File: src/rtl/i2s_tx_if.sv
// Stereo sample type plus the bundle between the effects chain and the I2S transmitter.
package sample_pkg;
  typedef struct packed {
    logic signed [23:0] lc;
    logic signed [23:0] rc;
  } sample_t;
endpackage

interface i2s_tx_if;
  sample_pkg::sample_t data_i;
  logic                vld_i;
  logic                sclk_o;
  logic                lrck_o;
  logic                sdata_o;
  logic                req_o;
  logic                ovr_o;
  logic                udr_o;

  modport master (
    output data_i, vld_i,
    input  sclk_o, lrck_o, sdata_o, req_o, ovr_o, udr_o
  );

  modport slave (
    input  data_i, vld_i,
    output sclk_o, lrck_o, sdata_o, req_o, ovr_o, udr_o
  );
endinterface

File: src/rtl/i2s_tx.sv
// Philips I2S transmitter: derives SCLK/LRCK from clk, double-buffers one stereo
// sample and shifts it out MSB-first with a one-bit delay after each LRCK edge.
module i2s_tx #(
  parameter int DATA_WIDTH = 24,
  parameter int SLOT_WIDTH = 32,
  parameter int SCLK_DIV   = 8
) (
  input  logic    clk,
  input  logic    rst,
  i2s_tx_if.slave bus
);

  localparam int B_W   = $clog2(2 * SLOT_WIDTH);
  localparam int DIV_W = (SCLK_DIV > 1) ? $clog2(SCLK_DIV) : 1;

  localparam logic [B_W-1:0]   B_LAST   = B_W'(2 * SLOT_WIDTH - 1);
  localparam logic [B_W-1:0]   B_SLOT   = B_W'(SLOT_WIDTH);
  localparam logic [B_W-1:0]   B_DATA   = B_W'(DATA_WIDTH);
  localparam logic [B_W-1:0]   B_ONE    = B_W'(1);
  localparam logic [DIV_W-1:0] DIV_LAST = DIV_W'(SCLK_DIV - 1);
  localparam logic [DIV_W-1:0] DIV_ONE  = DIV_W'(1);

  logic [DIV_W-1:0]             r_div;
  logic [B_W-1:0]               r_b;
  logic                         r_sclk;
  logic                         r_lrck;
  logic                         r_sdata;
  logic                         r_req;
  logic                         r_ovr;
  logic                         r_udr;
  logic                         r_fresh;
  logic signed [DATA_WIDTH-1:0] r_hold_l;
  logic signed [DATA_WIDTH-1:0] r_hold_r;
  logic signed [DATA_WIDTH-1:0] r_sh_l;
  logic signed [DATA_WIDTH-1:0] r_sh_r;

  logic                  w_tick;
  logic                  w_fe;
  logic                  w_load;
  logic [B_W-1:0]        w_b_next;
  logic                  w_lr_next;
  logic [B_W-1:0]        w_pos;
  logic [DATA_WIDTH-1:0] w_chan;
  logic [DATA_WIDTH-1:0] w_shift;
  logic                  w_bit;

  // Everything on the line is computed for the bit position being entered,
  // so the registered value lands exactly as SCLK falls.
  always_comb begin
    w_tick    = (r_div == DIV_LAST);
    w_fe      = w_tick && r_sclk;
    w_load    = w_fe && (r_b == B_LAST);
    w_b_next  = (r_b == B_LAST) ? '0 : r_b + B_ONE;
    w_lr_next = (w_b_next >= B_SLOT);
    w_pos     = w_lr_next ? (w_b_next - B_SLOT) : w_b_next;
    w_chan    = w_lr_next ? r_sh_r : r_sh_l;
    w_shift   = w_chan << (w_pos - B_ONE);
    w_bit     = ((w_pos >= B_ONE) && (w_pos <= B_DATA)) ? w_shift[DATA_WIDTH-1] : 1'b0;
  end

  always_ff @(posedge clk) begin
    if (rst) begin
      r_div    <= '0;
      r_b      <= B_LAST;
      r_sclk   <= 1'b0;
      r_lrck   <= 1'b0;
      r_sdata  <= 1'b0;
      r_req    <= 1'b0;
      r_ovr    <= 1'b0;
      r_udr    <= 1'b0;
      r_fresh  <= 1'b0;
      r_hold_l <= '0;
      r_hold_r <= '0;
      r_sh_l   <= '0;
      r_sh_r   <= '0;
    end else begin
      r_req <= 1'b0;
      r_ovr <= 1'b0;
      r_udr <= 1'b0;

      if (w_tick) begin
        r_div  <= '0;
        r_sclk <= ~r_sclk;
      end else begin
        r_div <= r_div + DIV_ONE;
      end

      // Position 0 of every slot is padding, so a shadow update at the load
      // edge never races the bit being driven out.
      if (w_fe) begin
        r_b     <= w_b_next;
        r_lrck  <= w_lr_next;
        r_sdata <= w_bit;
      end

      if (w_load) begin
        r_req <= 1'b1;
        if (r_fresh) begin
          r_sh_l <= r_hold_l;
          r_sh_r <= r_hold_r;
          if (bus.vld_i) begin
            r_hold_l <= bus.data_i.lc;
            r_hold_r <= bus.data_i.rc;
          end else begin
            r_fresh <= 1'b0;
          end
        end else if (bus.vld_i) begin
          r_sh_l <= bus.data_i.lc;
          r_sh_r <= bus.data_i.rc;
        end else begin
          r_udr <= 1'b1;
        end
      end else if (bus.vld_i) begin
        r_hold_l <= bus.data_i.lc;
        r_hold_r <= bus.data_i.rc;
        r_fresh  <= 1'b1;
        r_ovr    <= r_fresh;
      end
    end
  end

  assign bus.sclk_o  = r_sclk;
  assign bus.lrck_o  = r_lrck;
  assign bus.sdata_o = r_sdata;
  assign bus.req_o   = r_req;
  assign bus.ovr_o   = r_ovr;
  assign bus.udr_o   = r_udr;

endmodule

File: src/flat_wrapper.sv
// flat-port wrapper written by rule: the top's interface ports become plain ports
module i2s_tx_flat 
#(
  parameter int DATA_WIDTH = 24,
  parameter int SLOT_WIDTH = 32,
  parameter int SCLK_DIV   = 8
)
  (clk, rst, bus_data_i, bus_vld_i, bus_sclk_o, bus_lrck_o, bus_sdata_o, bus_req_o, bus_ovr_o, bus_udr_o);
  i2s_tx_if bus_i ();
  input  logic clk;
  input  logic rst;
  input wire logic [$bits(bus_i.data_i)-1:0] bus_data_i;
  input wire logic [$bits(bus_i.vld_i)-1:0] bus_vld_i;
  output wire logic [$bits(bus_i.sclk_o)-1:0] bus_sclk_o;
  output wire logic [$bits(bus_i.lrck_o)-1:0] bus_lrck_o;
  output wire logic [$bits(bus_i.sdata_o)-1:0] bus_sdata_o;
  output wire logic [$bits(bus_i.req_o)-1:0] bus_req_o;
  output wire logic [$bits(bus_i.ovr_o)-1:0] bus_ovr_o;
  output wire logic [$bits(bus_i.udr_o)-1:0] bus_udr_o;
  assign bus_i.data_i = bus_data_i;
  assign bus_i.vld_i = bus_vld_i;
  assign bus_sclk_o = bus_i.sclk_o;
  assign bus_lrck_o = bus_i.lrck_o;
  assign bus_sdata_o = bus_i.sdata_o;
  assign bus_req_o = bus_i.req_o;
  assign bus_ovr_o = bus_i.ovr_o;
  assign bus_udr_o = bus_i.udr_o;
  i2s_tx #(.DATA_WIDTH(DATA_WIDTH), .SLOT_WIDTH(SLOT_WIDTH), .SCLK_DIV(SCLK_DIV)) u_core (.clk(clk), .rst(rst), .bus(bus_i));
endmodule
File: config.mk
export PLATFORM = sky130hd
export DESIGN_NAME = i2s_tx_flat
export DESIGN_NICKNAME = d
export VERILOG_FILES = /design/src/rtl/i2s_tx_if.sv /design/src/rtl/i2s_tx.sv /design/src/flat_wrapper.sv
export SDC_FILE = /design/constraint.sdc
export NUM_CORES = 1
export LEC_CHECK = 0
export CAP_MARGIN = 20
export CORE_MARGIN = 4
export CORE_UTILIZATION = 30
export CTS_CLUSTER_DIAMETER = 60
export DETAILED_ROUTE_END_ITERATION = 16
export REMOVE_ABC_BUFFERS = 1
export SYNTH_ARGS = -nofsm -noshare
export SYNTH_HDL_FRONTEND = slang
export SYNTH_SLANG_ARGS = --single-unit
File: constraint.sdc
create_clock -name clk -period 3.8 [get_ports clk]
set_clock_uncertainty 0.15 [all_clocks]
set_input_delay 0.76 -clock clk [delete_from_list [all_inputs] [get_ports clk]]
set_output_delay 0.76 -clock clk [all_outputs]
set_load 0.02 [all_outputs]
==> results.md, run 1 <==
| Quantity | Value |
|---|---|
| CTS root buffer | sky130_fd_sc_hd__clkbuf_16 |
| Total global routing track utilization | 13.7% |
| First-pass GRT wire length | 22,200 µm |
| Tcrit/Tclk final | 85.2% |
| Global placement routability congestion | 0.909 |
| Vias in the first global route | 4,370 |
| Routed wire per std cell | 14.6 µm |
| Clock transition at the registers of the reported paths | 0.07 ns |
| TritonCTS clock tree | yes |
| Share of the core filled with cells in the final layout | 36.9% |
| Share of synthesized area occupied by flip-flops and latches | 42.5% |
| Fraction of final layout cells sized beyond drive strength 1 | 6.70% |
| Setup repair after global routing missed its margin | no |
| Setup crit start kind | register |
| Area share of the largest cell type after synthesis | 42.5% |
| Worst Tran Pin Value | 0.699 ns |
| Buffers on Ports | 56 |
| Detailed Route Iter0 Violations | 254 |
| Unique cell type count in the Yosys netlist | 55 |
| Post-synthesis instance area | 5270 µm² |
| Combinational share of power | 8.4% |
| Syn_area_per_cell | 8.26 µm² |
| Count of final setup violators | 0 |
| Residual DRC count | 0 |
| Cell row count | 48 |
| Final max-slew violation count | 0 |
| Final Critical Period | 3.24 ns |
| Finished layout cell area | 6360 µm² |
| Portion of total power attributed to sequential cells | 50.0% |
| Sw frac | 22.1% |
| Level count of the clock H-tree | 3 |
| # clock sinks | 112 |
| Net switching power | 538 µW |
| Post-synthesis register bit count | 112 |
| Initial antenna violation count | 0 |
| VDD IR-drop max | 0.000198 V |
| Path class of the lowest-slack min-delay path | reg2reg |
| Count of hold-fix buffers inserted at cts | 0 |
| Post-Synthesis Cells | 638 |
| Outcome | finished clean |
| Overflow left after global routing | 0 |
| Number of gates given a new drive strength after cts | 0 |
| Area of the die | 19,800 µm² |
| N_diodes | 0 |
| Horizontal die dimension | 141 µm |
| Final worst hold slack | 0.289 ns |
| Number of nets in the layout | 723 |
| Clock group share of total power | 41.6% |
| Internal portion of total power | 1.90 mW |
| WP data arrival | 3.36 ns |
| Cell type with the highest aggregate area in the netlist | sky130_fd_sc_hd__dfxtp_1 |
| Critical Path End Type | register |
| Num CTS Buffers | 9 |
| Worst-case headroom to the max-slew limit | 53.3% |
| Maximum number of pins on one net before global-route repair | 97 |
| Detailed-placement wirelength estimate | 8990 µm |
| Main synth FF type | sky130_fd_sc_hd__dfxtp_1 |
| Number of buffers between clock root and the deepest sink | 2 |
| Initial cell density of the core | 30.6% |
| Router iterations before antenna repair | 4 |
| Fill cell instance count of the final layout | 1,779 |
| Wirelength, routed | 13,100 µm |
| Yosys warnings | 0 |
| Multi-input logic area | 2810 µm² |
| # Post-CTS Setup Buffers | 0 |
| Number of vias after detailed routing | 4,471 |
| Die Height | 141 µm |
| Area growth from synthesis to layout | 20.7% |
| Max-Cap Viols | 0 |
| Clock network latency to the later pin of the worst-skew pair | 0.35 ns |
| Max Freq | 309 MHz |
| Total power per unit cell area | 383 nW/µm² |
| Number of endpoints with negative hold slack in the final report | 0 |
| Number of cells in the design after placement | 881 |
| Non-filler cells in the finished layout | 897 |
| Final antenna-violating net count | 0 |
| Vias per inst | 4.98 |
| Number of top-level design ports | 57 |
| Pleak | 2.24 nW |
| Asr flop ratio synth | 0% |
| Required @ worst endpoint | 3.92 ns |
| Area of placed instances | 6040 µm² |
| Footprint of the flip-flops and latches | 2240 µm² |
| CP Class | reg2reg |
| Std-Cell Core Area | 17,200 µm² |
| Post-synth EDFFs | 0 |
| Leading cell types by total area after synthesis | sky130_fd_sc_hd__dfxtp_1 (43%), sky130_fd_sc_hd__mux2i_1 (9.3%), sky130_fd_sc_hd__a211oi_1 (7.7%) |
| Maximum fanout encountered on the critical timing path | 18 |
[synthesized netlist by cell type (6+ instances only)]
master and count:
sky130_fd_sc_hd__a21oi_1 59, sky130_fd_sc_hd__nor2_1 72, sky130_fd_sc_hd__nor4_1 8, sky130_fd_sc_hd__a211oi_1 54, sky130_fd_sc_hd__nor3_1 11, sky130_fd_sc_hd__o21ai_0 11, sky130_fd_sc_hd__clkbuf_1 42, sky130_fd_sc_hd__nand2_1 108
sky130_fd_sc_hd__nand3_1 10, sky130_fd_sc_hd__nor3b_1 8, sky130_fd_sc_hd__dfxtp_1 112, sky130_fd_sc_hd__mux2i_1 49, sky130_fd_sc_hd__buf_2 6
[worst max-delay path, cell delays in order, from the launching register on]
cell and delay [ns]:
sky130_fd_sc_hd__dfxtp_1 0.52, sky130_fd_sc_hd__inv_1 0.08, sky130_fd_sc_hd__ha_1 0.62, sky130_fd_sc_hd__nand2b_1 0.28, sky130_fd_sc_hd__o31a_1 0.40, sky130_fd_sc_hd__a21oi_2 0.05
sky130_fd_sc_hd__a31o_1 0.22, sky130_fd_sc_hd__or4_1 0.50, sky130_fd_sc_hd__a21o_1 0.18, sky130_fd_sc_hd__o31ai_2 0.16
[per-stage QoR]
step / TNS [ns] / setup slack [ns] / power, mW
floorplan: -125.98 / -1.84 / 1.34
global placement: 0 / 0.631 / 1.45
detailed placement: 0 / 0.584 / 1.45
CTS: 0 / 0.568 / 2.48
global route: 0 / 0.399 / 2.55
finish: 0 / 0.564 / 2.44
[cells by family (layout without fill, tap and decap cells)]
kind of cell	count (synthesis)	after routing	synth area share, %
buf+inv	57	91	4.49
flops	112	112	42.5
xor+xnor	5	5	0.831
compound gates	165	165	21.1
simple gates	243	243	20.2
mux	51	51	9.73
fa+ha+maj	5	5	1.19
[area by class of cell]
type / count / share of cell area [%]
flip-flops and latches: 112 / 35.3
clock inverters: 6 / 1.30
clock buffers: 10 / 3.76
well taps: 225 / 4.43
multi-input cells: 469 / 44.2
inverters: 3 / 0.177
repair buffers: 72 / 10.9
[metal layers]
layer | wire length (µm) | track usage [%] | vias up
met5 | 0 | 0 | -
met4 | 128 | 3.52 | 0
met3 | 569 | 3.35 | 7
met2 | 5980 | 21.5 | 87
met1 | 6450 | 18.9 | 2044
li1 | - | - | 2333
[power by group through the flow]
stage / combinational (mW) / clock, mW / sequential (mW)
floorplan: 0.0879 / 0 / 1.26
global placement: 0.205 / 0 / 1.24
detailed placement: 0.208 / 0 / 1.25
CTS: 0.208 / 1.05 / 1.22
global route: 0.227 / 1.10 / 1.22
finish: 0.203 / 1.01 / 1.22
[state kept, by name, summed over array words and instances, names as in the netlist]
signal              count
u_core.r_hold_l        24
u_core.r_div            3
u_core.bus.lrck_o       1
u_core.r_hold_r        24
u_core.r_b              6
u_core.bus.udr_o        1
u_core.r_fresh          1
u_core.bus.sclk_o       1
u_core.bus.sdata_o      1
u_core.r_sh_r          24
u_core.bus.ovr_o        1
u_core.bus.req_o        1
u_core.r_sh_l          24
[placed cells by master, fill, tap and decap left out, types with 8 or more instances in the layout]
cell type,n
sky130_fd_sc_hd__dfxtp_1,111
sky130_fd_sc_hd__nand2_1,108
sky130_fd_sc_hd__nor2_1,71
sky130_fd_sc_hd__a21oi_1,59
sky130_fd_sc_hd__clkdlybuf4s50_1,55
sky130_fd_sc_hd__a211oi_1,54
sky130_fd_sc_hd__mux2i_1,49
sky130_fd_sc_hd__buf_4,16
sky130_fd_sc_hd__nor3_1,11
sky130_fd_sc_hd__nand3_1,10
sky130_fd_sc_hd__o21ai_0,10
sky130_fd_sc_hd__clkbuf_16,9
sky130_fd_sc_hd__nor3b_1,8
sky130_fd_sc_hd__nor4_1,8
[final timing paths]
check	slack, ns	start	cells past startpoint	endpoint
min	0.29	u_core.r_div[0]	1	u_core.r_div[0]
min reg2reg	0.29	u_core.r_div[0]	1	u_core.r_div[0]
max reg2reg	0.56	u_core.r_b[0]	9	u_core.bus.sdata_o
max	0.56	u_core.r_b[0]	9	u_core.bus.sdata_o
Note: power is estimated with default switching activity, not from simulation.
==> run 2, diff against run 1 <==
ABC_CLOCK_PERIOD_IN_PS = 3800   (was default)
==> results of run 2 <==
Final layout, timing and power as in run 1 (identical DEF).
==> run 3, diff against run 2 <==
ABC_AREA = 1   (was default)
SLEW_MARGIN = 5   (was default)
==> results.md, run 3 <==
| Quantity | Value |
|---|---|
| Number of endpoints with negative hold slack in the final report | 0 |
| Number of nets in the layout | 794 |
| Area of the die | 19,600 µm² |
| Area growth from synthesis to layout | 19.9% |
| Outcome | finished clean |
| Clock transition at the registers of the reported paths | 0.07 ns |
| CP Class | reg2reg |
| Count of final setup violators | 0 |
| Leading cell types by total area after synthesis | sky130_fd_sc_hd__dfxtp_1 (43%), sky130_fd_sc_hd__a211oi_1 (12%), sky130_fd_sc_hd__inv_1 (7.8%) |
| First element of the critical path | u_core.r_b[1] |
| Initial antenna violation count | 0 |
| Startpoint of the most critical register-to-register path | u_core.r_b[1] |
| Number of gates given a new drive strength after cts | 0 |
| Final worst hold slack | 0.271 ns |
| Setup ws final | 1.15 ns |
| Maximum number of pins on one net before global-route repair | 97 |
| # Post-CTS Setup Buffers | 0 |
| TritonCTS clock tree | yes |
| Final antenna-violating net count | 0 |
| Number of buffers between clock root and the deepest sink | 2 |
| Initial cell density of the core | 31.0% |
| Main synth FF type | sky130_fd_sc_hd__dfxtp_1 |
| Number of vias after detailed routing | 4,441 |
| Setup repair after global routing missed its margin | no |
| Area share of the largest cell type after synthesis | 43.0% |
| Most frequent standard cell in the layout excluding fill and tap cells | sky130_fd_sc_hd__dfxtp_1 |
| Num CTS Buffers | 9 |
| N_diodes | 0 |
| Yosys warnings | 0 |
| Tcrit/Tclk final | 69.6% |
| Terminus of the critical flop-to-flop path | u_core.r_hold_l[17] |
| Count of hold-fix buffers inserted at cts | 0 |
| Post-synthesis instance area | 5220 µm² |
| Level count of the clock H-tree | 3 |
| Number of top-level design ports | 57 |
| Commonest cells after routing, fill and taps aside | sky130_fd_sc_hd__dfxtp_1 (111), sky130_fd_sc_hd__inv_1 (109), sky130_fd_sc_hd__nand2_1 (93) |
| Setup crit start kind | register |
| Final Critical Period | 2.65 ns |
| Most common cell in the synthesized netlist | sky130_fd_sc_hd__dfxtp_1 |
| Detailed Route Iter0 Violations | 234 |
| Critical Path End Type | register |
| Final max-slew violation count | 0 |
| Pleak | 2.58 nW |
| Setup slack of the most critical reg-to-reg path | 1.15 ns |
| Fraction of final layout cells sized beyond drive strength 1 | 5.94% |
| Share of synthesized area occupied by flip-flops and latches | 43.0% |
| Required @ worst endpoint | 3.88 ns |
| Placement-stage worst setup slack | 0.973 ns |
| Max-Cap Viols | 0 |
| Hold path startpoint | u_core.r_div[0] |
| Unique cell type count in the Yosys netlist | 32 |
| Vias per inst | 4.62 |
| CTS root buffer | sky130_fd_sc_hd__clkbuf_16 |
| Post-synth EDFFs | 0 |
| Worst-case headroom to the max-slew limit | 37.7% |
| Router iterations before antenna repair | 5 |
| Die Height | 140 µm |
| R2r worst-path depth | 11 |
| Post-Synthesis Cells | 710 |
| Residual DRC count | 0 |
| Post-synthesis register bit count | 112 |
| Path class of the lowest-slack min-delay path | reg2reg |
| Overflow left after global routing | 0 |
| Asr flop ratio synth | 0% |
| Std-Cell Core Area | 16,800 µm² |
| Detailed-placement wirelength estimate | 8010 µm |
| Maximum fanout encountered on the critical timing path | 53 |
| Routed wire per std cell | 12.7 µm |
| Max Freq | 378 MHz |
| Hold Path Depth | 1 |
| Leading cell types by count after synthesis | sky130_fd_sc_hd__dfxtp_1 (112), sky130_fd_sc_hd__inv_1 (109), sky130_fd_sc_hd__nand2_1 (93) |
| Wirelength, routed | 12,200 µm |
| Vias in the first global route | 4,230 |
| WP data arrival | 2.73 ns |
| Total global routing track utilization | 12.7% |
| Horizontal die dimension | 140 µm |
| VDD IR-drop max | 0.000221 V |
| Worst Tran Pin Value | 0.935 ns |
| Total power per unit cell area | 395 nW/µm² |
| Cell type with the highest aggregate area in the netlist | sky130_fd_sc_hd__dfxtp_1 |
| Buffers on Ports | 56 |
| Cell row count | 47 |
| Global placement routability congestion | 0.841 |
| Clock network latency to the later pin of the worst-skew pair | 0.35 ns |
| # clock sinks | 112 |
| First-pass GRT wire length | 20,900 µm |
| Syn_area_per_cell | 7.35 µm² |
| Endpoint, Worst Hold | u_core.r_div[0] |
[run 3: cell types whose count changed after synthesis, sizes merged, moves of 9 or more]
cell    delta
o21ai     +52
nand3     +18
nor3      -11
nor2      +14
inv      +110
a211oi    +28
clkbuf     -9
mux2i     -49
[run 3: how the worst max path moves through the flow]
stage,endpoint
6_report,u_core.r_hold_l[17]
5_1_grt,u_core.r_hold_r[5]
4_1_cts,u_core.r_hold_l[17]
3_5_place_dp,u_core.r_hold_l[17]
3_3_place_gp,u_core.r_hold_l[17]
2_1_floorplan,u_core.r_sh_l[0]
[run 3: cell families (layout without fill, tap and decap cells)]
kind of cell,count (synthesis),in the layout,share of synthesized area (%)
DFF,112,112,43.0
buffers and inverters,158,189,12.0
adders and majority gates,5,5,1.20
xor gates and xnor gates,2,2,0.336
and+or+nand+nor,222,222,18.5
AOI/OAI and AO/OA,211,211,25.0
[run 3: metrics by stage]
stage / util [%] / TNS [ns] / std cells / instance area (µm²) / power, mW
global placement: 35.3 / 0 / 947 / 5930 / 1.45
CTS: 37.2 / 0 / 961 / 6250 / 2.50
detailed placement: 35.3 / 0 / 947 / 5930 / 1.45
global route: 37.2 / 0 / 961 / 6250 / 2.57
finish: 37.2 / 0 / 961 / 6250 / 2.47
floorplan: - / -62.30 / 665 / 5010 / 1.35
[run 3: worst max-delay path: stages (launching register included)]
cell	delay, ns
sky130_fd_sc_hd__dfxtp_1	0.43
sky130_fd_sc_hd__ha_1	0.27
sky130_fd_sc_hd__nand2_4	0.08
sky130_fd_sc_hd__nor2_4	0.17
sky130_fd_sc_hd__nand2_4	0.11
sky130_fd_sc_hd__nor2_1	0.22
sky130_fd_sc_hd__nand2_1	0.10
sky130_fd_sc_hd__nand2_2	0.17
sky130_fd_sc_hd__inv_2	0.27
sky130_fd_sc_hd__buf_12	0.28
sky130_fd_sc_hd__o21ai_0	0.19
sky130_fd_sc_hd__a21oi_1	0.05
[run 3: layer usage]
layer / wire length [µm] / vias up / track usage (%)
li1: - / 2388 / -
met1: 6150 / 1975 / 17.3
met5: 0 / - / 0
met4: 76 / 0 / 2.75
met3: 538 / 6 / 3.53
met2: 5470 / 72 / 20.2
[run 3: cell type report]
| cell class | instances | area, µm² |
|---|---|---|
| Fill cell | 1823 | 10600 |
| Multi-Input combinational cell | 440 | 2360 |
| Tap cell | 220 | 275 |
| Timing Repair Buffer | 62 | 631 |
| Clock inverter | 4 | 95.1 |
| Clock buffer | 10 | 229 |
| Sequential cell | 112 | 2240 |
| Inverter | 113 | 424 |
[run 3: report_power, final]
group | switching (mW) | internal (mW) | leakage (nW)
Sequential | 0.0172 | 1.21 | 0.916
Combinational | 0.108 | 0.0848 | 1.51
Clock | 0.410 | 0.636 | 0.158
Total | 0.535 | 1.93 | 2.58
